--- src/rtl/udc_timer_ctrl_pkg.sv ---
// Shared constants for the up/down counter timer controller:
// FSM state encodings, config register addresses and mode bit positions.
package udc_timer_ctrl_pkg;

    // FSM state encodings
    localparam logic [1:0] ST_IDLE = 2'd0;
    localparam logic [1:0] ST_LOAD = 2'd1;
    localparam logic [1:0] ST_RUN  = 2'd2;
    localparam logic [1:0] ST_DONE = 2'd3;

    // cfg_addr decode; address 3 is reserved
    localparam logic [1:0] ADDR_BASE = 2'd0;
    localparam logic [1:0] ADDR_PRE  = 2'd1;
    localparam logic [1:0] ADDR_MODE = 2'd2;

    // mode register bit positions
    localparam int unsigned MODE_W    = 2;
    localparam int unsigned MODE_DIR  = 0;
    localparam int unsigned MODE_AUTO = 1;

endpackage

--- src/rtl/udc_timer_ctrl_counter.sv ---
// Up/down counter SFR: synchronous load with priority over increment/decrement.
// Ports: clk; ld loads D; incr/decr step Q by one; Q is the current count.
// No reset of its own: the controller drives ld=1, D=0 while in reset.
module udCounterSFR #(
    parameter int unsigned SIZE = 5
) (
    input  logic            clk,
    input  logic            ld,
    input  logic            incr,
    input  logic            decr,
    input  logic [SIZE-1:0] D,
    output logic [SIZE-1:0] Q
);

    always_ff @(posedge clk) begin
        if (ld)
            Q <= D;
        else if (incr)
            Q <= Q + SIZE'(1);
        else if (decr)
            Q <= Q - SIZE'(1);
    end

endmodule

--- src/rtl/udc_timer_ctrl.sv ---
// Programmable timer controller around one up/down counter SFR.
// Holds base/prescale/mode config, sequences load and step strobes through a
// prescaler, and flags terminal count with a sticky irq.
// Ports: clk, rst (sync, active-high); cfg_we/cfg_addr/cfg_wdata config bus;
// start/stop/irq_clr control pulses; cnt_q count, irq flag, busy (LOAD/RUN),
// done (DONE).
module udc_timer_ctrl
    import udc_timer_ctrl_pkg::*;
#(
    parameter int unsigned SIZE  = 5,
    parameter int unsigned PRE_W = 4   // must not exceed SIZE
) (
    input  logic            clk,
    input  logic            rst,
    input  logic            cfg_we,
    input  logic [1:0]      cfg_addr,
    input  logic [SIZE-1:0] cfg_wdata,
    input  logic            start,
    input  logic            stop,
    input  logic            irq_clr,
    output logic [SIZE-1:0] cnt_q,
    output logic            irq,
    output logic            busy,
    output logic            done
);

    logic [1:0]        state, state_nxt;
    logic [SIZE-1:0]   base_q;
    logic [PRE_W-1:0]  pre_q;
    logic [MODE_W-1:0] mode_q;
    logic [PRE_W-1:0]  pre_cnt;

    logic            ld_c, incr_c, decr_c;
    logic [SIZE-1:0] d_c;
    logic            run_c, tick_c, at_term_c, term_ev_c, step_c;
    logic [SIZE-1:0] term_val_c;

    // Prescaler tick and terminal detection; stop masks both the step and the event
    always_comb begin
        run_c      = (state == ST_RUN);
        tick_c     = run_c && (pre_cnt == pre_q);
        term_val_c = mode_q[MODE_DIR] ? {SIZE{1'b1}} : {SIZE{1'b0}};
        at_term_c  = (cnt_q == term_val_c);
        term_ev_c  = tick_c && at_term_c && !stop;
        step_c     = tick_c && !at_term_c && !stop;
    end

    // Counter strobes; reset forces a load of zero
    always_comb begin
        ld_c   = rst || (state == ST_LOAD);
        d_c    = rst ? {SIZE{1'b0}} : base_q;
        incr_c = !rst && step_c && mode_q[MODE_DIR];
        decr_c = !rst && step_c && !mode_q[MODE_DIR];
    end

    // Next-state logic; stop outranks start and terminal
    always_comb begin
        state_nxt = state;
        case (state)
            ST_IDLE: if (start) state_nxt = ST_LOAD;
            ST_LOAD: state_nxt = ST_RUN;
            ST_RUN: begin
                if (stop)
                    state_nxt = ST_IDLE;
                else if (term_ev_c)
                    state_nxt = mode_q[MODE_AUTO] ? ST_LOAD : ST_DONE;
            end
            ST_DONE: begin
                if (stop)
                    state_nxt = ST_IDLE;
                else if (start)
                    state_nxt = ST_LOAD;
            end
            default: state_nxt = ST_IDLE;
        endcase
    end

    // State, prescaler, config, irq and status registers
    always_ff @(posedge clk) begin
        if (rst) begin
            state   <= ST_IDLE;
            base_q  <= '0;
            pre_q   <= '0;
            mode_q  <= '0;
            pre_cnt <= '0;
            irq     <= 1'b0;
            busy    <= 1'b0;
            done    <= 1'b0;
        end else begin
            state <= state_nxt;
            busy  <= (state_nxt == ST_LOAD) || (state_nxt == ST_RUN);
            done  <= (state_nxt == ST_DONE);

            // prescaler only runs while staying in RUN
            if (run_c && (state_nxt == ST_RUN) && !tick_c)
                pre_cnt <= pre_cnt + PRE_W'(1);
            else
                pre_cnt <= '0;

            if (cfg_we) begin
                case (cfg_addr)
                    ADDR_BASE: base_q <= cfg_wdata;
                    ADDR_PRE:  if (!busy) pre_q  <= cfg_wdata[PRE_W-1:0];
                    ADDR_MODE: if (!busy) mode_q <= cfg_wdata[MODE_W-1:0];
                    default: ;
                endcase
            end

            // set wins over clear
            if (term_ev_c)
                irq <= 1'b1;
            else if (irq_clr)
                irq <= 1'b0;
        end
    end

    udCounterSFR #(.SIZE(SIZE)) u_cnt (
        .clk  (clk),
        .ld   (ld_c),
        .incr (incr_c),
        .decr (decr_c),
        .D    (d_c),
        .Q    (cnt_q)
    );

endmodule

--- config.mk ---
export PLATFORM = sky130hd
export DESIGN_NAME = udc_timer_ctrl
export DESIGN_NICKNAME = d
export VERILOG_FILES = /design/src/rtl/udc_timer_ctrl_pkg.sv /design/src/rtl/udc_timer_ctrl_counter.sv /design/src/rtl/udc_timer_ctrl.sv
export SDC_FILE = /design/constraint.sdc
export NUM_CORES = 1
export LEC_CHECK = 0
export BUFFER_PORTS_ARGS = -buffer_cell sky130_fd_sc_hd__buf_2
export CAP_MARGIN = 20
export CORE_MARGIN = 8
export CORE_UTILIZATION = 35
export DETAILED_ROUTE_END_ITERATION = 7
export PLACE_DENSITY = 0.56
export SYNTH_ARGS = -nofsm -noshare
export SYNTH_HDL_FRONTEND = slang
export SYNTH_SLANG_ARGS = --single-unit
export TNS_END_PERCENT = 1
--- constraint.sdc ---
create_clock -name clk -period 3.8 [get_ports clk]
set_input_delay 0.76 -clock clk [delete_from_list [all_inputs] [get_ports clk]]
set_output_delay 0.76 -clock clk [all_outputs]
set_load 0.02 [all_outputs]
== Word level (Yosys, flattened, before mapping) ==
Index checks and enable logic that the tools add are counted.
Storage, ports and cells
  latch bits: 0
  memories: 0
  bits in registers: 25
  memory bits (writable): 0
  bits in read-only memories: 0
Operators by class
  add/sub/neg operators: 3
  muxes and demuxes: 13
  reduce and logical (&&, ||, !) cells: 25
  order comparisons: 0
  multipliers: 0
  divide/modulo/power cells: 0
  shift-type cells: 0
  equal/unequal tests: 10
  bitwise operators: 2
Operators by type and width (count)
  two-way mux 5 bit: 5
  equality test 2 bit (second input constant): 5
  logical AND 1 bit: 10
  two-way mux 2 bit: 5
  one-hot mux 2 bit (4 select lines): 1
  equality test 2 x 1 -> 1 bit (second input constant): 3
  AND reduction 3 bit: 2
  adder 5 x 1 -> 5 bit (second input constant): 1
  equality test 5 bit: 1
  zero test 1 bit: 5
  subtractor 5 x 1 -> 5 bit (second input constant): 1
  adder 4 x 1 -> 4 bit (second input constant): 1
  equality test 4 bit: 1
  zero test 2 bit: 2
  nonzero test 3 bit: 1
  logical OR 1 bit: 2
  two-way mux 1 bit: 2
  inverter 1 bit: 2
  AND reduction 2 bit: 1
  nonzero test 2 bit: 1
  OR reduction 2 bit: 1

== Longest topological paths before layout ==
Gate-level depths: netlist (run 1).
  depth after elaboration: 12
  depth in mapped cells: 11
  gate-level depth less buffers: 10

== By module ==
From an unflattened synthesis (run 1), not the netlist that was laid out.
Second synthesis, totals
  cells, all modules: 137
  area total of the unflattened synthesis: 1336.3 µm²
Modules (own cells, without submodules)
  udc_timer_ctrl: cells an instance 100, times used 1, area an instance 963.4 µm²
  udCounterSFR: cells an instance 37, times used 1, area an instance 372.9 µm²

== Worst setup path after synthesis (run 1) ==
OpenSTA, ideal clock, no wires.
  path kind: input port to flip-flop
  start: in rst
  end: reg u_cnt.Q[4] (data pin)
  cell stages on the path: 10
  setup time: 0.195 ns
  arrival time: 2.603 ns
  setup slack: 1.002 ns
  required time: 3.605 ns
  cell sequence: clkbuf_1 > nor2_1 > nand2_1 > or4_1 > ha_1 > nand2b_1 > a21oi_1 > xor2_1 > a2111o_1 > o311ai_0
On the way
  cells in the longest elaborated chain, start to end: 5
  elaborated cells between the ends (all ways): 7
RTL lines
  from (decl): line udc_timer_ctrl.sv:14  | input logic rst,
  zero test 1 bit: line udc_timer_ctrl.sv:52  | incr_c = !rst && step_c && mode_q[MODE_DIR];
  logical AND 1 bit (2 in a row): line udc_timer_ctrl.sv:52
  two-way mux 5 bit: line udc_timer_ctrl_counter.sv:18  | else if (incr)
  two-way mux 5 bit (*): line udc_timer_ctrl_counter.sv:16  | if (ld)
  to (signal assigned): line udc_timer_ctrl_counter.sv:19  | Q <= Q + SIZE'(1);
  to (signal assigned): line udc_timer_ctrl_counter.sv:21  | Q <= Q - SIZE'(1);
  to (decl): line udc_timer_ctrl_counter.sv:12  | output logic [SIZE-1:0] Q
Every way passes the cells marked *; elsewhere a longest branch is shown, timed or not.
A chain may end at the register's enable or synchronous reset.

== Worst setup path after layout (run 1) ==
  start: reg u_cnt.Q[0]
  end: reg u_cnt.Q[4] (data pin)
On the way
  cells in the longest elaborated chain, start to end: 8
  elaborated cells between the ends (all ways): 11
RTL lines (line)
  parallel branches: the longest is 6 deep, another holds subtractor 5 x 1 -> 5 bit
  two-way mux 5 bit (*): udc_timer_ctrl_counter.sv:18
  two-way mux 5 bit (*): udc_timer_ctrl_counter.sv:16
Every way passes the cells marked *. The select of a mux whose other input is x is not followed.

==> impl_results.md, run 1 <==
- Status: complete, no violations
- # Post-CTS Setup Buffers: 0
- Initial antenna violation count: 0
- Share of cells above drive strength 1: 21.4%
- Chip height: 77.0 microns
- Crit path cell chain: nand4_1 -> a2bb2o_4 -> or4_1 -> ha_1 -> nand2b_1 -> a21oi_1 -> xor2_1 -> a2111o_1 -> o311ai_0
- YS warnings: 0
- Final #Nets: 175
- Antenna cell count: 0
- Port bufs: 20
- Yosys top cell area share: 30.7%
- Data required time of the worst path: 3.86 ns
- P_int: 428 uW
- Reg-to-Reg End: u_cnt.Q[4]
- Clk root buf: clkbuf_8
- R2r setup slk: 0.90 ns
- First-pass GRT wire length: 4420 microns
- Buf+Inv Stages, Crit Path: 0
- Cell count after synthesis: 134
- Synthesis-to-layout area growth: 14.7%
- RSZ-0062 raised after global routing: no
- Final critical-path setup slack: 0.895 ns
- Register area share after synthesis: 42.2%
- Synthesis-stage register bit count: 25
- Final core utilization: 41.2%
- Largest net degree at the start of global routing: 26
- Worst Setup End Kind: flip-flop
- Worst setup startpoint: u_cnt.Q[0]
- Worst-path clk slew: 0.09 ns
- Worst-Skew Late Latency: 0.27 ns
- Post-synth cell types: 38
- Vias/cell: 4.89
- GP Congestion: 0.824
- DRC violations left: 0
- Hold WC Path Type: reg2reg
- Die W: 77.0 microns
- Slew @ Worst Pin: 1.07 ns
- Slew margin rel.: 27.7%
- Top cells by area, synth: dfxtp_1 (31%), edfxtp_1 (12%), mux2i_1 (8.4%), nor2_1 (7.5%), ha_1 (5.8%)
- Multi-input logic area: 712 sq um
- WHS: 0.479 ns
- Max H-tree Level: 1
- DP Wirelength: 2060 microns
- Clk pwr share: 25.7%
- Combinational share of power: 23.3%
- Pre-CTS setup slack: 0.668 ns
- FF-to-FF path depth: 9
- Post-route setup TNS: 0 ns
- Maxcap violations: 0
- Number of fill cells: 375
- Global-route usage over all layers: 8.92%
- Net Count, Synth: 154
- Switching Power: 184 uW
- Initial Utilization: 35.9%
- Grt ovf: 0
- Leading area contributor after synthesis: dfxtp_1
- Crit path max-delay family: compound AO/OA/AOI/OAI gates
- Net Sw Frac: 30.0%
- Routed Antenna Nets: 0
- Site row count: 22
- P per Cell Area: 409 mW/mm^2
- Max stage delay on crit path: 0.61 ns
- Core area: 0.00363 sq mm
- Reg-to-reg startpoint: u_cnt.Q[0]
- Mapped Area: 0.00130 sq mm
- Routed vias: 987
- Register area: 551 sq um
- Total CTS buffers: 3
- Final period demand of the worst path: 2.90 ns
- Worst setup path category: reg2reg
- Vias in the first global route: 976
- Die area: 0.00593 sq mm
- Drt total wl: 2640 microns
- Clock buffer depth: 2
- Final hold violation count: 0
- P_leak: 0.000617 uW
- Syn Area/Cell: 9.73 sq um
- Setup crit start kind: flip-flop
- DR iter-0 viols: 63
- Critical path depth in cells: 9
- Slowest CP cell: or4_1
- Pre-Repair DR Iteration Count: 6
- CTS tree: built
- Max FO, Critical Path: 6
- Final Cycle Share: 76.4%
- Fin. max-slew vios: 0
- Crit path DAT: 2.97 ns
- # hold bufs at CTS: 0
- Sequential share of power: 51.0%
- Setup violators final: 0
- Per-cell routed wire length: 13.1 microns
- Crit path to: u_cnt.Q[4]
- Fmax: 0.344 GHz
- Post-CTS sizing: 0
- # IOs: 21
- Clk_skew: 0.00369 ns
- Worst VDD drop: 0.000206 V
- Total clock sinks: 25
layer usage:
layer	wire [microns]	global-route usage (%)
met1	1230	10.6
met2	1230	14.3
met3	138	2.91
met4	40	3.96
met5	0	0
worst register-to-register path, stage by stage (launching register included):
cell and delay [ns]:
edfxtp_1 0.48, nand4_1 0.16, a2bb2o_4 0.25, or4_1 0.61, ha_1 0.35, nand2b_1 0.08, a21oi_1 0.17, xor2_1 0.11
a2111o_1 0.38, o311ai_0 0.10
stage by stage:
step,total power (uW),instance area (sq um),std cells
finish,612,1500,202
global route,650,1500,202
CTS,618,1500,202
detailed placement,462,1450,198
global placement,461,1450,198
floorplan,421,1300,134
cell usage in the layout (no fill, tap or decap), drive strengths merged:
cell	instances
buf	20
inv	7
nand2b	4
o22ai	1
nand3	2
nor2b	3
xor2	2
and4bb	1
a21oi	7
a211oi	2
clkbuf	3
nand2	7
nor4	1
nor4bb	1
a2bb2o	1
nor3b	3
a211o	1
or4	1
o41ai	1
a21o	1
dfxtp	20
ha	6
o21ai	1
o311ai	1
xnor2	6
fa	1
clkinv	1
nand4	2
or4b	1
nor2	27
or2b	1
nand3b	1
mux2i	11
edfxtp	5
a2111o	1
power groups by stage:
stage	sequential (uW)	combinational, uW	clock (uW)
after global routing	317	161	171
after detailed placement	319	143	0
after floorplan	329	91.7	0
after CTS	313	144	161
final	312	143	157
after global placement	319	141	0
worst min path at each step:
stage	from	end	depth (start not counted)
finish	irq	irq	2
global placement	pre_cnt[0]	pre_cnt[0]	1
CTS	irq	irq	2
global route	irq	irq	2
floorplan	pre_cnt[0]	pre_cnt[0]	1
detailed placement	pre_cnt[0]	pre_cnt[0]	1
cells by family (layout without fill, tap and decap cells):
family / after synthesis / in the layout / synth area share, %
AOI/OAI and AO/OA: 17 / 17 / 9.69
xor gates and xnor gates: 8 / 8 / 5.37
adders and majority gates: 7 / 7 / 7.29
buffers and inverters: 11 / 31 / 3.17
DFF: 25 / 25 / 42.2
muxes: 11 / 11 / 8.45
and+or+nand+nor: 55 / 55 / 23.8
state kept, by name, indices dropped and copies added (netlist names):
| name | flops |
|---|---|
| base_q | 5 |
| busy | 1 |
| done | 1 |
| irq | 1 |
| mode_q | 2 |
| pre_cnt | 4 |
| pre_q | 4 |
| state | 2 |
| u_cnt.Q | 5 |
Yosys cell counts (all sizes together):
cell type,instances
a2111o,1
a211o,1
a211oi,2
a21o,1
a21oi,7
a2bb2o,1
and4bb,1
clkbuf,4
dfxtp,20
edfxtp,5
fa,1
ha,6
inv,7
mux2i,11
nand2,7
nand2b,4
nand3,2
nand3b,1
nand4,2
nor2,27
nor2b,3
nor3b,3
nor4,1
nor4bb,1
o21ai,1
o22ai,1
o311ai,1
o41ai,1
or2b,1
or4,1
or4b,1
xnor2,6
xor2,2
final cells by class:
type	instances	area share, %
inverters	7	1.76
clock buffers	3	2.76
flip-flops and latches	25	36.8
clock inverters	1	0.335
repair buffers	20	6.69
multi-input cells	98	47.6
well taps	48	4.02
Power figures use the tool's default switching activity.
==> run 2, diff against run 1 <==
PLACE_DENSITY = 0.58   (was 0.56)
clock period = 2.3 ns   (was 3.8 ns; I/O delays follow)
==> impl_results.md, run 2 (same netlist as run 1, synthesis figures left out) <==
- Pre-Repair DR Iteration Count: 4 (was 6)
- Max stage delay on crit path: 0.45 ns (was 0.61 ns)
- Vias/cell: 4.59 (was 4.89)
- Worst setup path category: reg2reg (unchanged)
- Worst-Skew Late Latency: 0.27 ns (about the same)
- Biggest regs: base_q: 5 flops, u_cnt.Q: 5 flops (unchanged)
- Most common cell after layout, fill and taps aside: buf_4 (was nor2_1)
- Vias in the first global route: 1116 (was 976)
- Hold WC Path Type: in2reg (was reg2reg)
- FF-to-FF path depth: 10 (was 9)
- Final #Nets: 205 (was 175)
- Slew margin rel.: 64.3% (was 27.7%)
- GP Congestion: 0.795 (was 0.824)
- RSZ-0062 raised after global routing: yes (was no)
- Status: finished, violations left (was complete, no violations)
- Chip height: 77.0 microns (unchanged)
- Worst VDD drop: 0.000392 V (was 0.000206 V)
- Share of cells above drive strength 1: 40.8% (was 21.4%)
- Initial Utilization: 35.9% (unchanged)
- Core area: 0.00363 sq mm (unchanged)
- Post-Layout Cell Count: 232 (was 202)
- First-pass GRT wire length: 5040 microns (was 4420 microns)
- Post-route setup TNS: -0.365 ns (was 0 ns)
- Fmax: 0.400 GHz (was 0.344 GHz)
- Critical path depth in cells: 10 (was 9)
- Synthesis-to-layout area growth: 37.6% (was 14.7%)
- CTS tree: built (unchanged)
- Fin. max-slew vios: 0 (unchanged)
- Most frequent cells in the layout: buf_4 (30), nor2_1 (23), dfxtp_1 (20), buf_2 (20), mux2i_1 (11) (was nor2_1 (26), dfxtp_1 (20), buf_2 (20), mux2i_1 (11))
- Die area: 0.00593 sq mm (unchanged)
- Finished layout cell area: 0.00179 sq mm (was 0.00150 sq mm)
- Slowest CP cell: edfxtp_1 (was or4_1)
- Per-cell routed wire length: 12.3 microns (was 13.1 microns)
- Max H-tree Level: 1 (unchanged)
- Placed insts: 223 (was 198)
- P_leak: 0.000777 uW (was 0.000617 uW)
- DP Wirelength: 2280 microns (was 2060 microns)
- Area post-placement: 0.00168 sq mm (was 0.00145 sq mm)
- Max FO, Critical Path: 4 (was 6)
- Data required time of the worst path: 2.39 ns (was 3.86 ns)
- DR iter-0 viols: 42 (was 63)
- Routed vias: 1065 (was 987)
- Final critical-path setup slack: -0.203 ns (was 0.895 ns)
- Register area: 551 sq um (unchanged)
- Number of fill cells: 353 (was 375)
- Routed Antenna Nets: 0 (unchanged)
- Crit path cell chain: nor4_4 -> a2bb2o_4 -> or4_4 -> inv_2 -> fa_1 -> nand2b_4 -> a21oi_2 -> xor2_2 -> a2111o_1 -> o311ai_1 (was nand4_1 -> a2bb2o_4 -> or4_1 -> ha_1 -> nand2b_1 -> a21oi_1 -> xor2_1 -> a2111o_1 -> o311ai_0)
- Grt ovf: 0 (unchanged)
- DRC violations left: 0 (unchanged)
- Final period demand of the worst path: 2.50 ns (was 2.90 ns)
- Drt total wl: 2850 microns (was 2640 microns)
- Site row count: 22 (unchanged)
- Clk root buf: clkbuf_8 (unchanged)
- Worst-path clk slew: 0.09 ns (about the same)
- Maxcap violations: 0 (unchanged)
- Buf+Inv Stages, Crit Path: 1 (was 0)
- Largest net degree at the start of global routing: 25 (was 26)
- Antenna cell count: 0 (unchanged)
- Crit path max-delay family: compound AO/OA/AOI/OAI gates (unchanged)
- Final Cycle Share: 109% (was 76.4%)
- Port bufs: 20 (unchanged)
- Die W: 77.0 microns (unchanged)
- Worst Setup End Kind: flip-flop (unchanged)
- Clk_skew: 0.000922 ns (was 0.00369 ns)
- Final hold violation count: 0 (unchanged)
- # IOs: 21 (unchanged)
- Total CTS buffers: 3 (unchanged)
- Setup violators final: 3 (was 0)
- P per Cell Area: 643 mW/mm^2 (was 409 mW/mm^2)
- Crit path DAT: 2.59 ns (was 2.97 ns)
- Slew @ Worst Pin: 0.534 ns (was 1.07 ns)
- # hold bufs at CTS: 0 (unchanged)
- Hold path depth: 3 (was 2)
- Multi-input logic area: 782 sq um (was 712 sq um)
- Initial antenna violation count: 0 (unchanged)
- Global-route usage over all layers: 10.2% (was 8.92%)
- Clock buffer depth: 2 (unchanged)
- Failing checks: negative setup slack
- Total clock sinks: 25 (unchanged)
- Setup crit start kind: flip-flop (unchanged)
[run 2: layout make-up]
| cell class | instances | share of cell area (%) |
|---|---|---|
| Inverter | 7 | 1.46 |
| Multi-Input combinational cell | 98 | 43.6 |
| Sequential cell | 25 | 30.7 |
| Tap cell | 48 | 3.35 |
| Clock buffer | 3 | 2.30 |
| Clock inverter | 1 | 0.488 |
| Timing Repair Buffer | 50 | 18.1 |
[run 2: stage by stage]
stage	hold WS, ns	util [%]	setup slack, ns	power (uW)
2_1_floorplan	0.441	-	-0.208	717
3_3_place_gp	0.458	46.1	-0.186	844
3_5_place_dp	0.481	46.1	-0.253	850
4_1_cts	0.421	48.1	-0.181	1150
5_1_grt	0.438	49.4	-0.353	1230
6_report	0.425	49.4	-0.203	1150
[run 2: repair_timing]
item / CTS / global route
pin swaps: 4 / 4
setup endpoints to repair: 7 / 8
resized for setup: 2 / 5
setup buffers: 2 / 3
[run 2: path summary, 6_finish.rpt]
kind	from	slack, ns	to
setup / recovery	u_cnt.Q[2]	-0.20	u_cnt.Q[4]
hold / removal	cfg_wdata[4]	0.43	base_q[4]
setup reg to reg	u_cnt.Q[2]	-0.20	u_cnt.Q[4]
hold reg to reg	irq	0.49	irq
[run 2: worst register-to-register path: stages, from the launching register on]
cell	delay, ns
edfxtp_1	0.45
nor4_4	0.31
a2bb2o_4	0.18
or4_4	0.16
inv_2	0.04
fa_1	0.38
nand2b_4	0.16
a21oi_2	0.17
xor2_2	0.09
a2111o_1	0.28
o311ai_1	0.09
[run 2: report_power, final]
group	leakage [uW]	total, uW	switching (uW)	internal, uW
Combinational	0.000537	366	175	191
Clock	0.0000261	281	153	127
Sequential	0.000215	508	24.3	483
Total	0.000777	1150	352	802
[run 2: metal layers]
| metal | GRT usage (%) | vias to the layer above | share of wire (%) |
|---|---|---|---|
| li1 | - | 561 | - |
| met1 | 12.0 | 488 | 44 |
| met2 | 17.7 | 12 | 51 |
| met3 | 2.80 | 4 | 3.8 |
| met4 | 2.83 | 0 | 1.1 |
| met5 | 0 | - | 0 |
